## src/rtl/div_seq.sv

```systemverilog
// Multi-cycle 32-bit restoring divider for the EX stage; result is {remainder, quotient}.
// Signed divide (DIV) support is built only when DIV_SIGNED_EN is defined; otherwise all divides are unsigned.
module div_seq (
  input  logic        clk,
  input  logic        rst,
  input  logic        signed_div_i,
  input  logic [31:0] opdata1_i,
  input  logic [31:0] opdata2_i,
  input  logic        start_i,
  input  logic        annul_i,
  output logic [63:0] result_o,
  output logic        ready_o,
  output logic        stallreq_o
);

  localparam int unsigned REG_W   = 32;
  localparam int unsigned DREG_W  = 64;
  localparam int unsigned CNT_W   = 5;
  localparam int unsigned LAST_IT = 31;

  typedef enum logic [1:0] {
    S_FREE   = 2'd0,
    S_BYZERO = 2'd1,
    S_ON     = 2'd2,
    S_END    = 2'd3
  } state_t;

  state_t              r_state;
  state_t              w_state_nxt;
  logic [REG_W-1:0]    r_rem;
  logic [REG_W-1:0]    r_quo;
  logic [REG_W-1:0]    r_dvs;
  logic [CNT_W-1:0]    r_cnt;
  logic                r_neg_q;
  logic                r_neg_r;
  logic [DREG_W-1:0]   r_result;
  logic                r_ready;
  logic                w_stall;

  logic [REG_W:0]      w_part;
  logic [REG_W+1:0]    w_trial;
  logic                w_qbit;
  logic [REG_W-1:0]    w_rem_nxt;
  logic [REG_W-1:0]    w_quo_nxt;
  logic                w_neg1;
  logic                w_neg2;
  logic [REG_W-1:0]    w_mag1;
  logic [REG_W-1:0]    w_mag2;
  logic [REG_W-1:0]    w_fix_q;
  logic [REG_W-1:0]    w_fix_r;
  logic                w_last;

  // One restoring step: shift in the next dividend bit and try to subtract the divisor.
  assign w_part    = {r_rem, r_quo[REG_W-1]};
  assign w_trial   = {1'b0, w_part} - {2'b00, r_dvs};
  assign w_qbit    = ~w_trial[REG_W+1];
  assign w_rem_nxt = w_qbit ? REG_W'(w_trial) : REG_W'(w_part);
  assign w_quo_nxt = {r_quo[REG_W-2:0], w_qbit};
  assign w_last    = (r_cnt == CNT_W'(LAST_IT));

`ifdef DIV_SIGNED_EN
  always_comb begin
    w_neg1  = signed_div_i & opdata1_i[REG_W-1];
    w_neg2  = signed_div_i & opdata2_i[REG_W-1];
    w_mag1  = w_neg1 ? (~opdata1_i + REG_W'(1)) : opdata1_i;
    w_mag2  = w_neg2 ? (~opdata2_i + REG_W'(1)) : opdata2_i;
    w_fix_q = r_neg_q ? (~w_quo_nxt + REG_W'(1)) : w_quo_nxt;
    w_fix_r = r_neg_r ? (~w_rem_nxt + REG_W'(1)) : w_rem_nxt;
  end
`else
  logic w_unused_sign;
  assign w_unused_sign = ^{signed_div_i, r_neg_q, r_neg_r};

  always_comb begin
    w_neg1  = 1'b0;
    w_neg2  = 1'b0;
    w_mag1  = opdata1_i;
    w_mag2  = opdata2_i;
    w_fix_q = w_quo_nxt;
    w_fix_r = w_rem_nxt;
  end
`endif

  always_ff @(posedge clk or posedge rst) begin
    if (rst) r_state <= S_FREE;
    else     r_state <= w_state_nxt;
  end

  always_comb begin
    w_state_nxt = r_state;
    w_stall     = 1'b0;
    case (r_state)
      S_FREE: begin
        if (start_i && !annul_i) begin
          w_stall     = 1'b1;
          w_state_nxt = (opdata2_i == '0) ? S_BYZERO : S_ON;
        end
      end
      S_BYZERO: begin
        w_stall     = 1'b1;
        w_state_nxt = annul_i ? S_FREE : S_END;
      end
      S_ON: begin
        w_stall = 1'b1;
        if (annul_i)     w_state_nxt = S_FREE;
        else if (w_last) w_state_nxt = S_END;
      end
      S_END: begin
        if (!start_i) w_state_nxt = S_FREE;
      end
      default: w_state_nxt = S_FREE;
    endcase
  end

  // Working registers, iteration counter and the registered result.
  always_ff @(posedge clk or posedge rst) begin
    if (rst) begin
      r_rem    <= '0;
      r_quo    <= '0;
      r_dvs    <= '0;
      r_cnt    <= '0;
      r_neg_q  <= 1'b0;
      r_neg_r  <= 1'b0;
      r_result <= '0;
      r_ready  <= 1'b0;
    end else begin
      case (r_state)
        S_FREE: begin
          r_result <= '0;
          r_ready  <= 1'b0;
          if (w_state_nxt == S_ON) begin
            r_rem   <= '0;
            r_quo   <= w_mag1;
            r_dvs   <= w_mag2;
            r_cnt   <= '0;
            r_neg_q <= w_neg1 ^ w_neg2;
            r_neg_r <= w_neg1;
          end
        end
        S_BYZERO: begin
          r_rem <= '0;
          r_quo <= '0;
          if (w_state_nxt == S_END) begin
            r_result <= '0;
            r_ready  <= 1'b1;
          end
        end
        S_ON: begin
          if (annul_i) begin
            r_rem <= '0;
            r_quo <= '0;
            r_cnt <= '0;
          end else begin
            r_rem <= w_rem_nxt;
            r_quo <= w_quo_nxt;
            r_cnt <= r_cnt + CNT_W'(1);
            if (w_last) begin
              r_result <= {w_fix_r, w_fix_q};
              r_ready  <= 1'b1;
            end
          end
        end
        S_END: begin
          if (!start_i) begin
            r_result <= '0;
            r_ready  <= 1'b0;
          end
        end
        default: begin
          r_result <= '0;
          r_ready  <= 1'b0;
        end
      endcase
    end
  end

  assign result_o   = r_result;
  assign ready_o    = r_ready;
  // Stall is combinational so EX freezes in the start cycle; reset forces it low at once.
  assign stallreq_o = w_stall & ~rst;

endmodule

```

## config.mk

```make
export PLATFORM = sky130hd
export DESIGN_NAME = div_seq
export DESIGN_NICKNAME = d
export VERILOG_FILES = /design/src/rtl/div_seq.sv
export SDC_FILE = /design/constraint.sdc
export NUM_CORES = 1
export LEC_CHECK = 0
export BUFFER_PORTS_ARGS = -buffer_cell sky130_fd_sc_hd__buf_2
export CAP_MARGIN = 20
export CORE_AREA = 4 4 129 131
export CTS_BUF_LIST = sky130_fd_sc_hd__clkbuf_2
export DETAILED_ROUTE_END_ITERATION = 16
export DIE_AREA = 0 0 133 135
export PLACE_DENSITY = 0.87
export SLEW_MARGIN = 15
export SYNTH_ARGS = -nofsm -noshare
export SYNTH_HDL_FRONTEND = slang
export SYNTH_SLANG_ARGS = --single-unit
```

## constraint.sdc

```tcl
create_clock -name clk -period 7.5 [get_ports clk]
set_clock_uncertainty 0.1 [all_clocks]
set_input_delay 1.125 -clock clk [delete_from_list [all_inputs] [get_ports clk]]
set_output_delay 1.125 -clock clk [all_outputs]
set_load 0.01 [all_outputs]
```

Word-level counts from Yosys, hierarchy flattened

Index checks and enable logic that the tools add are counted.

Mux-type cells: 29
Bitwise logic cells: 3
Magnitude comparators: 0
Reduce and logical (&&, ||, !) cells: 11
Divide/modulo/power cells: 0
Add/subtract/negate cells: 2
Equality and inequality tests: 11
Shift operators: 0
Multiply operators: 0

Operators by type and width:

| kind                                                             | number |
|---|---|
| 64-bit two-way mux                                               | 4 |
| 64-bit case mux with 4 select lines                              | 1 |
| 32-bit case mux with 3 select lines                              | 2 |
| 32-bit two-way mux                                               | 5 |
| 33-bit by 32-bit subtractor with 34-bit output                   | 1 |
| 32-bit zero test                                                 | 1 |
| 2-bit two-way mux                                                | 6 |
| 5-bit two-way mux                                                | 2 |
| 2-bit != test (second input constant)                            | 5 |
| 5-bit case mux with 2 select lines                               | 1 |
| 2-bit == test (second input constant)                            | 4 |
| 2-bit case mux with 4 select lines                               | 1 |
| 2-bit AND reduction                                              | 3 |
| 5-bit by 1-bit adder with 5-bit output (second input constant)   | 1 |
| 5-bit == test (second input constant)                            | 1 |
| 1-bit two-way mux                                                | 5 |
| 1-bit case mux with 4 select lines                               | 1 |
| 4-bit AND reduction                                              | 1 |
| 3-bit nonzero test                                               | 1 |
| 2-bit by 1-bit == test with 1-bit output (second input constant) | 1 |
| 2-bit zero test                                                  | 1 |
| 1-bit inverter                                                   | 2 |
| 1-bit case mux with 2 select lines                               | 1 |
| 2-bit nonzero test                                               | 1 |
| 4 further kinds                                                  | 4 |

ROM bits: 0
Latch bits: 0
Memory bits (writable): 0
Word-level logic and storage cells: 63
Register bits after elaboration: 168
Memories kept: 0
Output and inout bits: 66

Depth between registers and ports, before layout

Gate-level depths: netlist of run 1.

Depth after elaboration: 7
Depth in mapped cells: 13

Least setup slack after synthesis of run 1

OpenSTA, ideal clock, no wires.

Path kind: input to register
Start: in opdata2_i[25]
End: reg r_quo[30]
Stages: 10
Library setup time: 0.131 ns
Path buffers: 3
Arrival time: 2.817 ns
Required time: 7.269 ns
Path slack: 4.453 ns
Cells stage by stage: nor4_1 > nand4_1 > o21ai_0 > o31ai_1 > or2_2 > clkbuf_1 > o21ai_1 > buf_2 > buf_2 > a21oi_1

Word-level cells in the longest chain between the ends: 7

Ends and longest elaborated chain:

| element                            | RTL line | source |
|---|---|---|
| start, declared                    | 8        | `input logic [31:0] opdata2_i,` |
| 32-bit zero test                   | 96       | `w_state_nxt = (opdata2_i == '0) ? S_BYZERO : S_ON;` |
| 2-bit two-way mux                  | 96       |  |
| 2-bit two-way mux                  | 94       | `if (start_i && !annul_i) begin` |
| 2-bit case mux with 4 select lines | 92       | `case (r_state)` |
| 2-bit == test                      | 131      | `if (w_state_nxt == S_ON) begin` |
| 2-bit != test (no line)            | -        |  |
| 2-bit AND reduction (no line)      | -        |  |
| end signal, assigned               | 133      | `r_quo <= w_mag1;` |
| end signal, assigned               | 155      | `r_quo <= w_quo_nxt;` |
| end, declared                      | 31       | `logic [REG_W-1:0] r_quo;` |

No other way between the ends.
A chain may end at the register's enable or synchronous reset.

Final worst setup path of run 1

Start: reg r_state[0]
End: reg r_result[63], in the netlist result_o[63]

Word-level cells in the longest chain between the ends: 6

Ends and longest elaborated chain:

| element                            | RTL line | source |
|---|---|---|
| start, declared                    | 28       | `state_t r_state;` |
| start signal, assigned             | 86       | `else r_state <= w_state_nxt;` |
| 2-bit two-way mux                  | 106      | `else if (w_last) w_state_nxt = S_END;` |
| 2-bit two-way mux                  | 105      | `if (annul_i) w_state_nxt = S_FREE;` |
| 2-bit case mux with 4 select lines | 92       |  |
| 2-bit == test                      | 143      | `if (w_state_nxt == S_END) begin` |
| 2-bit != test (no line)            | -        |  |
| 4-bit AND reduction (no line)      | -        |  |
| end signal, assigned               | 158      | `r_result <= {w_fix_r, w_fix_q};` |
| end, declared                      | 36       | `logic [DREG_W-1:0] r_result;` |

Parallel ways exist; a longest one is shown, timed or not.

==> results of run 1 <==
[power groups by stage]
| stage | clock [W] | combinational, W | sequential (W) |
|---|---|---|---|
| floorplan | 0 | 0.00130 | 0.00135 |
| global placement | 0 | 0.00170 | 0.00133 |
| detailed placement | 0 | 0.00177 | 0.00134 |
| CTS | 0.000460 | 0.00177 | 0.00133 |
| global route | 0.000497 | 0.00201 | 0.00136 |
| finish | 0.000451 | 0.00177 | 0.00133 |
[critical path, stage by stage (launching register included)]
cell and delay (ns):
dfrtp_1 0.51, inv_1 0.11, ha_1 0.60, and2b_1 0.36, a21oi_1 0.10, o22ai_1 0.14, nand2_1 0.09, o221ai_1 0.35
nand3_4 0.46, buf_4 0.53, or4_1 0.55, o211ai_1 0.11
[per-stage QoR]
stage	utilization (%)	hold slack, ns
after floorplan	-	0.372
final	64.8	0.408
after detailed placement	63.4	0.362
after CTS	64.8	0.400
after global routing	64.8	0.411
after global placement	63.4	0.355
[cell usage in the layout, fill, tap and decap left out, types with 9 or more instances in the layout]
cell type / instances
nand2_1: 192
dfrtp_1: 168
buf_2: 133
o21ai_0: 94
inv_1: 82
a21oi_1: 75
ha_1: 38
a221oi_1: 32
mux2i_1: 29
o31ai_1: 27
nor2_1: 26
o21ai_1: 19
clkbuf_2: 17
xnor2_1: 15
nand4_1: 12
nor3_1: 12
xor2_1: 10
o31ai_2: 10
nor4_1: 10
o211ai_1: 9
a31oi_1: 9
[path summary, 6_finish.rpt]
| check | from | to | slack (ns) | cells after the start |
|---|---|---|---|---|
| max | r_state[0]$_DFF_PP0_ | result_o[63]$_DFFE_PP0P_ | 3.41 | 11 |
| min | result_o[5]$_DFFE_PP0P_ | result_o[5]$_DFFE_PP0P_ | 0.41 | 2 |
| max reg2reg | r_state[0]$_DFF_PP0_ | result_o[63]$_DFFE_PP0P_ | 3.41 | 11 |
| min reg2reg | result_o[5]$_DFFE_PP0P_ | result_o[5]$_DFFE_PP0P_ | 0.41 | 2 |
| max in group asynchronous | rst | r_dvs[3]$_DFFE_PP0P_ | 5.44 | 3 |
| min in group asynchronous | rst | result_o[13]$_DFFE_PP0P_ | 0.44 | 2 |
[registers in the layout (all words and copies together) (netlist names)]
signal    cells
r_cnt         5
r_dvs        32
ready_o       1
r_rem        32
r_quo        32
result_o     64
r_state       2
[logic make-up after synthesis]
logic type / Yosys count
flip-flops: 168
adder cells (fa/ha/maj): 39
AND/OR/NAND/NOR: 290
XOR/XNOR: 25
AO/OA/AOI/OAI: 321
multiplexers: 32
buffers and inverters: 149
[area by class of cell]
type	instances	area (µm²)	area share (%)
Timing Repair Buffer	138	703	6.96
Inverter	85	324	3.21
Clock inverter	14	124	1.23
Tap cell	216	270	2.67
Multi-Input combinational cell	707	4390	43.5
Antenna cell	1	2.50	0.0248
Sequential cell	168	4200	41.6
Clock buffer	17	85.1	0.842
[metal layers]
layer	up-vias	global-route usage (%)	part of all wire, %
li1	3806	-	-
met1	3795	35.5	45
met2	251	39.6	46
met3	49	7.12	7.1
met5	-	0	0
met4	0	10.4	2.9
==> impl_summary.md, run 1 <==
Run status
The flow ran to the end, and the final reports show no timing, DRC or antenna violations.

Worst setup path
Of all nets on the critical path, the largest fanout is slightly above 80. STA classifies the critical path endpoint as a flop. At the worst endpoint, the arrival time is 4.68 ns.

Data on the critical path is required at its endpoint by 8.08 ns. The path type of the worst setup path is reg -> reg. The kind of start point of the critical path is a flop.

Logic synthesis
In the synthesized netlist, the cells that appear most often are nand2_1, dfrtp_1, o21ai_0. The combined area of all synthesized cells is 0.00918 mm². The xor-xnor portion of the synthesized cell area is 2.39%. The count of synthesis-stage warnings from yosys is 0. The adder-cell share of the synthesized area is 5.40%.

Summing the sequential cell areas from Yosys gives 45.8% of the chip area. After synthesis, the cell types taking the most area are dfrtp_1, nand2_1, ha_1. The number of nets handed over by synthesis was 1132. The most used flip-flop cell after synthesis is dfrtp_1. The synthesized design devotes to its leading area cell type 45.8% of total area. After synthesis, the largest family of logic cells by area is compound AO/OA/AOI/OAI gates. nand2_1 is the most common cell in the netlist. Of all flip-flops after synthesis, the portion carrying an async set or reset was 100%.

Of all cell types, the one taking the most synthesized area is dfrtp_1. Counting flops with a built-in enable in the synthesized netlist gives 0. Of the total synthesized cell area, the portion taken by AND, OR, NAND and NOR gates is 13.7%.

The number of synthesized register bits is ~170. Synthesis handed over a netlist of 1024 instances. The post-synthesis cell type count is 62. The mean instance size in the synthesized netlist is 8.96 µm².

The synthesized netlist devotes approximately 22% of its cell area to compound gates. The mux share of post-synthesis cell area is 3.57%.

Timing
The max-slew violation count is 0. The fmax is 244 MHz. The routed design could run at a clock period as short as about 4.1 ns.

Setup repair after global routing left no endpoint under its margin. The transition time of the tightest slew-check pin is 1.07 ns. The sum of negative setup slack is 0 ns.

The final worst-path cycle share is 54.6%. The number of hold violations in the final report was 0. The final worst-path setup slack is 3.41 ns. In this run the tightest slew margin relative to its limit is 28.8%. The total of endpoints with negative setup slack in the final report is 0.

Power
The switching part of the total is between 40% and 50%. The combinational fraction of design power is 49.9%. Internal power comes to 0.00187 W.

Per report_power, the clock group accounts for between 10% and 20% of the total. The analysis attributes to cell leakage a power of 4.78 nW. The maximum vdd drop is 0.257 mV. The sequential cell fraction of total power is 37.4%. In this run the power spent charging and discharging nets is 0.00168 W. The completed layout was analyzed and its total power is ~0.0036 W. The power per unit of standard cell area is 352 mW/mm².

Placed design
The congestion estimate from routability-driven global placement came to 0.917. In this run the cell area measured after placement is 0.00989 mm². The worst slack after detailed placement is 3.19 ns. Input and output buffers added on the ports amount to 133. The number of cells after detailed placement is roughly 1300. The wire-length estimate of the detail-placed layout is roughly 16000 µm.

Clocking
The maximum root-to-sink buffer count is 2. TritonCTS built the clock tree. The cell chosen for the clock root is clkbuf_2. For the worst-skew pair, the clock arrives at the later sink with an insertion delay of ~0.76 ns.

The H-tree depth is 4. Post-CTS timing repair inserted 0 buffers for setup. The count of hold buffers inserted by post-cts repair is 0. Counting every sink on the clock net gives 168. The number of gates resized after CTS was 0. The clock slew at the register clock pins of the worst setup and hold paths is 0.24 ns. The CTS buffer count is 17.

Route
The detailed-route DRC error count is 0. In this run, the number of DRC markers left after iteration 0 of detailed routing was 650. The sum of routed wire length over all layers is 22500 µm. The average detailed-routed wire length per instance is 16.8 µm.

The length of the first detailed-routing pass in iterations is 5. After detailed routing, the number of vias per cell comes to 5.87. Summing over every cut layer, the via total after detailed routing is 7901.

In this run the remaining antenna-violating nets after routing total 0.

Layout
The number of fillers in the final layout is 1282. The proportion of layout cells with a drive suffix above 1 is 16.9%. The final net count is 1225. Leaving out filler cells and counting taps, the final layout contains 1346. From synthesis to final layout, the design area changed by 10.1%. The post-layout instance area is 0.0101 mm².

Global routing
Entering global routing, the biggest net connects 100 pins. The initial antenna violation count came to 1. The global-route total usage across every layer is 26.0%. The first global-routing pass estimated ~38000 µm of wire. The total global routing overflow is 0. The via count of the first global-routing pass is ~7600.

Floorplan
The die boundary height is roughly 140 µm. The total I/O pin count is between 100 and 150. Once the floorplan was initialized, standard cells occupied about three fifths of the core. The floorplan step defined a core boundary enclosing 0.0156 mm². The die area is 0.0180 mm². The placement row count is 46.

The die width is 133 µm.

Hold path
The type of the tightest min-delay check is reg -> reg.

Run
Max-cap violations in this run came to 0.
Power figures use the tool's default switching activity.
==> inputs of run 2 (changes only) <==
--- a/config.mk
+++ b/config.mk
@@ -5,13 +5,14 @@
 export SDC_FILE = /design/constraint.sdc
 export NUM_CORES = 1
 export LEC_CHECK = 0
+export ABC_AREA = 1
 export BUFFER_PORTS_ARGS = -buffer_cell sky130_fd_sc_hd__buf_2
 export CAP_MARGIN = 20
-export CORE_AREA = 4 4 129 131
+export CORE_AREA = 4 4 146 148
 export CTS_BUF_LIST = sky130_fd_sc_hd__clkbuf_2
 export DETAILED_ROUTE_END_ITERATION = 16
-export DIE_AREA = 0 0 133 135
-export PLACE_DENSITY = 0.87
+export DIE_AREA = 0 0 150 152
+export PLACE_DENSITY = 0.84
 export SLEW_MARGIN = 15
 export SYNTH_ARGS = -nofsm -noshare
 export SYNTH_HDL_FRONTEND = slang
==> constraint.sdc (replaced) <==
create_clock -name clk -period 3.6 [get_ports clk]
set_clock_uncertainty 0.1 [all_clocks]
set_input_delay 0.54 -clock clk [delete_from_list [all_inputs] [get_ports clk]]
set_output_delay 0.54 -clock clk [all_outputs]
set_load 0.01 [all_outputs]
==> run 2 against run 1 <==
Net effect: combinational power increased by 100%; via count rose by 32%; synthesized cell count is 54% higher; worst hold slack lost 0.33 ns; global-route usage up 0.41 points; count of clock-buffer cells in the layout unchanged; non-clock buffer count up 76; routed wire length grew 31%; cell count is 51% higher; clock power up 140%; highest routed layer unchanged.
==> impl_summary.md, run 2 <==
Run status
The flow ran to the end, and the final reports show no timing, DRC or antenna violations.

Floorplan
The initial cell density of the core is 54.5% (-4.4 points). The total I/O pin count is 135 (unchanged). The die area was 0.0228 mm² (+27%).

The core area is 0.0200 mm² (+28%). The placement row count is 52 (+13%). The die boundary height is 152 µm (+13%). The die width is 150 µm (+13%).

Layout
Leaving out fill and tap cells, the most frequent cells in the layout are nand2_1, inv_1, dfrtp_1. Compared with the post-synthesis result, the final layout area differs by 15.7%. The final cell count without fillers is 2037 (+51%).

The number of fillers in the final layout is 1794 (+40%). The number of flip-flops in the largest register is 64 (unchanged). The post-layout instance area was 0.0126 mm² (+25%). The library cell used most frequently in the layout, excluding fill and tap cells, is nand2_1. The proportion of layout cells with a drive suffix above 1 is 17.1% (+0.14 points). The final net count was 1860 (+52%).

Power
The maximum vdd drop is 0.520 mV (+100%). The static leakage is 7.46 nW (+56%). The power per unit of standard cell area is 588 mW/mm² (+67%).

Logic synthesis
The share of the yosys chip area belonging to registers is 38.5% (-7.3 points). Yosys attributes the largest share of cell area to dfrtp_1, nand2_1, inv_1. The share of flip-flops with an asynchronous set or reset after synthesis is 100% (unchanged). The post-synthesis cell type count is 43 (-31%). The post-synthesis net count is 1688 (+49%). The number of synthesized flops with an enable pin is 0 (unchanged). The combined area of all synthesized cells is 0.0109 mm² (+19%). The most instantiated flip-flop cell in the synthesis netlist is dfrtp_1.

Sorting the synthesized cells by how often they occur yields nand2_1, inv_1, dfrtp_1. Among all cell types in the netlist, the one instantiated most often is nand2_1. The mean instance size in the synthesized netlist is 6.91 µm² (-23%). Of all cell types, the one taking the most synthesized area is dfrtp_1. The count of synthesis-stage warnings from yosys is 0 (unchanged). The share of the synthesized area in the top cell type is 38.5% (-7.3 points). The number of synthesized register bits was 168 (unchanged). The cell count after synthesis is 1580 (+54%).

Worst setup path
The critical path is of the reg -> out type. STA classifies the critical path startpoint as a flop. On the critical path, the stage with the largest delay is an instance of dfrtp_1. The critical path goes through inv_1 -> ha_1 -> clkinv_1 -> buf_4 -> a211oi_1 -> buf_2. The arrival time at the worst endpoint is 2.63 ns (-2.05 ns).

The biggest cell delay along the critical path was 0.51 ns (-0.09 ns). STA classifies the critical path endpoint as a primary output. The top fanout value on the critical path is 33 (-59%). The required time at the endpoint of the critical path came to 2.96 ns (-5.12 ns).

Route
The detailed-route DRC error count was 0 (unchanged). The length of the first detailed-routing pass in iterations is 5 (unchanged). The total vias in the final route is 10403 (+32%). The count of routing violations after the opening detailed-route iteration came to 776 (+19%). The sum of routed wire length over all layers is 29400 µm (+31%). The count of nets left with antenna violations after detail routing is 0 (unchanged). The average via count per standard cell is 5.11 (-13%). The average detailed-routed wire length per instance is 14.5 µm (-14%).

Timing
The transition time of the tightest slew-check pin came to 0.898 ns (-0.170 ns). The total of endpoints with negative setup slack in the final report is 0 (unchanged). The final worst-path setup slack was 0.334 ns (-3.07 ns). The final critical path takes up 90.7% of the cycle.

The clock period minus final worst setup slack is 3.27 ns. The max-slew violation count is 0 (unchanged). The worst max-slew margin expressed relative to the limit is 40.1% (+11 points). Setup repair after global routing left no endpoint under its margin.

The sum of negative setup slack is 0 ns (unchanged). The number of hold violations in the final report came to 0 (unchanged). The fmax is approximately 310 MHz.

Clocking
The latest clock arrival within the worst-skew pair is 0.80 ns (+0.04 ns). The root buffer cell chosen for the clock tree is clkbuf_2. The clock slew at the register clock pins of the worst setup and hold paths is 0.30 ns (+0.06 ns).

The number of buffers added for setup after CTS is 0 (unchanged). The H-tree depth is 4 (unchanged). The maximum root-to-sink buffer count is 2 (unchanged). The number of gates resized after CTS is 0 (unchanged). The number of clock sinks is 168 (unchanged).

The CTS buffer count came to 17 (unchanged). The clock tree from TritonCTS is done.

Hold path
The type of the tightest min-delay check is in -> reg.

Global routing
The via count of the first global-routing pass is 10568 (+38%). The initial antenna violation count was 1 (unchanged). The pin count of the biggest net entering global routing was 69 (-31%). The global-route total usage across every layer is 26.4% (+0.41 points). The total global routing overflow is 0 (unchanged).

The wire length of the first global-routing pass was 49700 µm (+31%).

Run
The number of violations of the max-capacitance limit came to 0 (unchanged).

Placed design
The worst slack after detailed placement came to 0.609 ns (-2.58 ns). The routability congestion estimate came to 0.950 (+3.6%). The number of cells after detailed placement is 1938 (+47%).

The placed standard-cell area is 0.0117 mm² (+18%). The post-DP HPWL came to 20200 µm (+25%). The number of buffers inserted by port buffering was 133 (unchanged).
==> run 2: area by class of cell <==
class / instances / area [µm²] / share of cell area [%]
clock buffers: 17 / 85.1 / 0.674
flip-flops and latches: 168 / 4200 / 33.3
inverters: 215 / 813 / 6.44
diodes: 2 / 5.00 / 0.0396
well taps: 270 / 338 / 2.68
multi-input cells: 1136 / 5550 / 43.9
clock inverters: 15 / 174 / 1.38
repair buffers: 214 / 1460 / 11.6
==> run 2: cells by family after synthesis <==
family / Yosys count / share of synthesized area (%)
flip-flops: 168 / 38.5
AO/OA/AOI/OAI: 100 / 5.24
adder cells (fa/ha/maj): 39 / 4.54
XOR/XNOR: 16 / 1.28
AND/OR/NAND/NOR: 980 / 39.5
buffers and inverters: 276 / 10.8
multiplexers: 1 / 0.103
==> run 2: final timing paths <==
path / start / endpoint / slack, ns / depth (start not counted)
min in group asynchronous: rst / result_o[19]$_DFFE_PP0P_ / 0.33 / 4
max: r_state[1]$_DFF_PP0_ / stallreq_o / 0.33 / 6
min reg2reg: result_o[48]$_DFFE_PP0P_ / result_o[48]$_DFFE_PP0P_ / 0.41 / 2
max reg2reg: r_state[1]$_DFF_PP0_ / r_rem[12]$_DFFE_PP0P_ / 0.58 / 11
max in group asynchronous: rst / r_rem[14]$_DFFE_PP0P_ / 2.34 / 4
min: annul_i / r_cnt[3]$_DFFE_PP0P_ / 0.07 / 4
==> run 2: stage by stage <==
step	hold slack, ns	power (W)	util, %
finish	0.0732	0.00743	63.0
global route	0.0316	0.00801	63.0
CTS	0.0308	0.00739	63.0
detailed placement	0.355	0.00629	58.4
global placement	0.351	0.00615	58.4
floorplan	0.349	0.00536	-
==> run 2: worst max-delay path, delay by kind of cell, from the launching register on <==
kind / cells / cell delay, ns
buffers and inverters: 4 / 0.68
DFF: 1 / 0.51
adders and majority gates: 1 / 0.38
AOI/OAI and AO/OA: 1 / 0.27
==> run 2: layer usage <==
metal,track usage (%),up-vias,routed length [µm]
met5,0,-,0
met4,7.67,0,637
met3,5.42,55,1700
met2,45.1,341,14300
met1,33.7,4827,12800
li1,-,5180,-
==> run 2: where the power goes <==
part           switching, W  internal [W]  leakage [nW]  total [W]
Sequential         0.000317       0.00245          2.15    0.00277
Combinational       0.00247       0.00112          5.16    0.00359
Clock              0.000828      0.000238         0.151    0.00107
==> run 2: timing repair <==
action,in CTS,in global routing
endpoints found under the hold margin,232,0
endpoints found under the setup margin,0,0
hold buffers,65,0
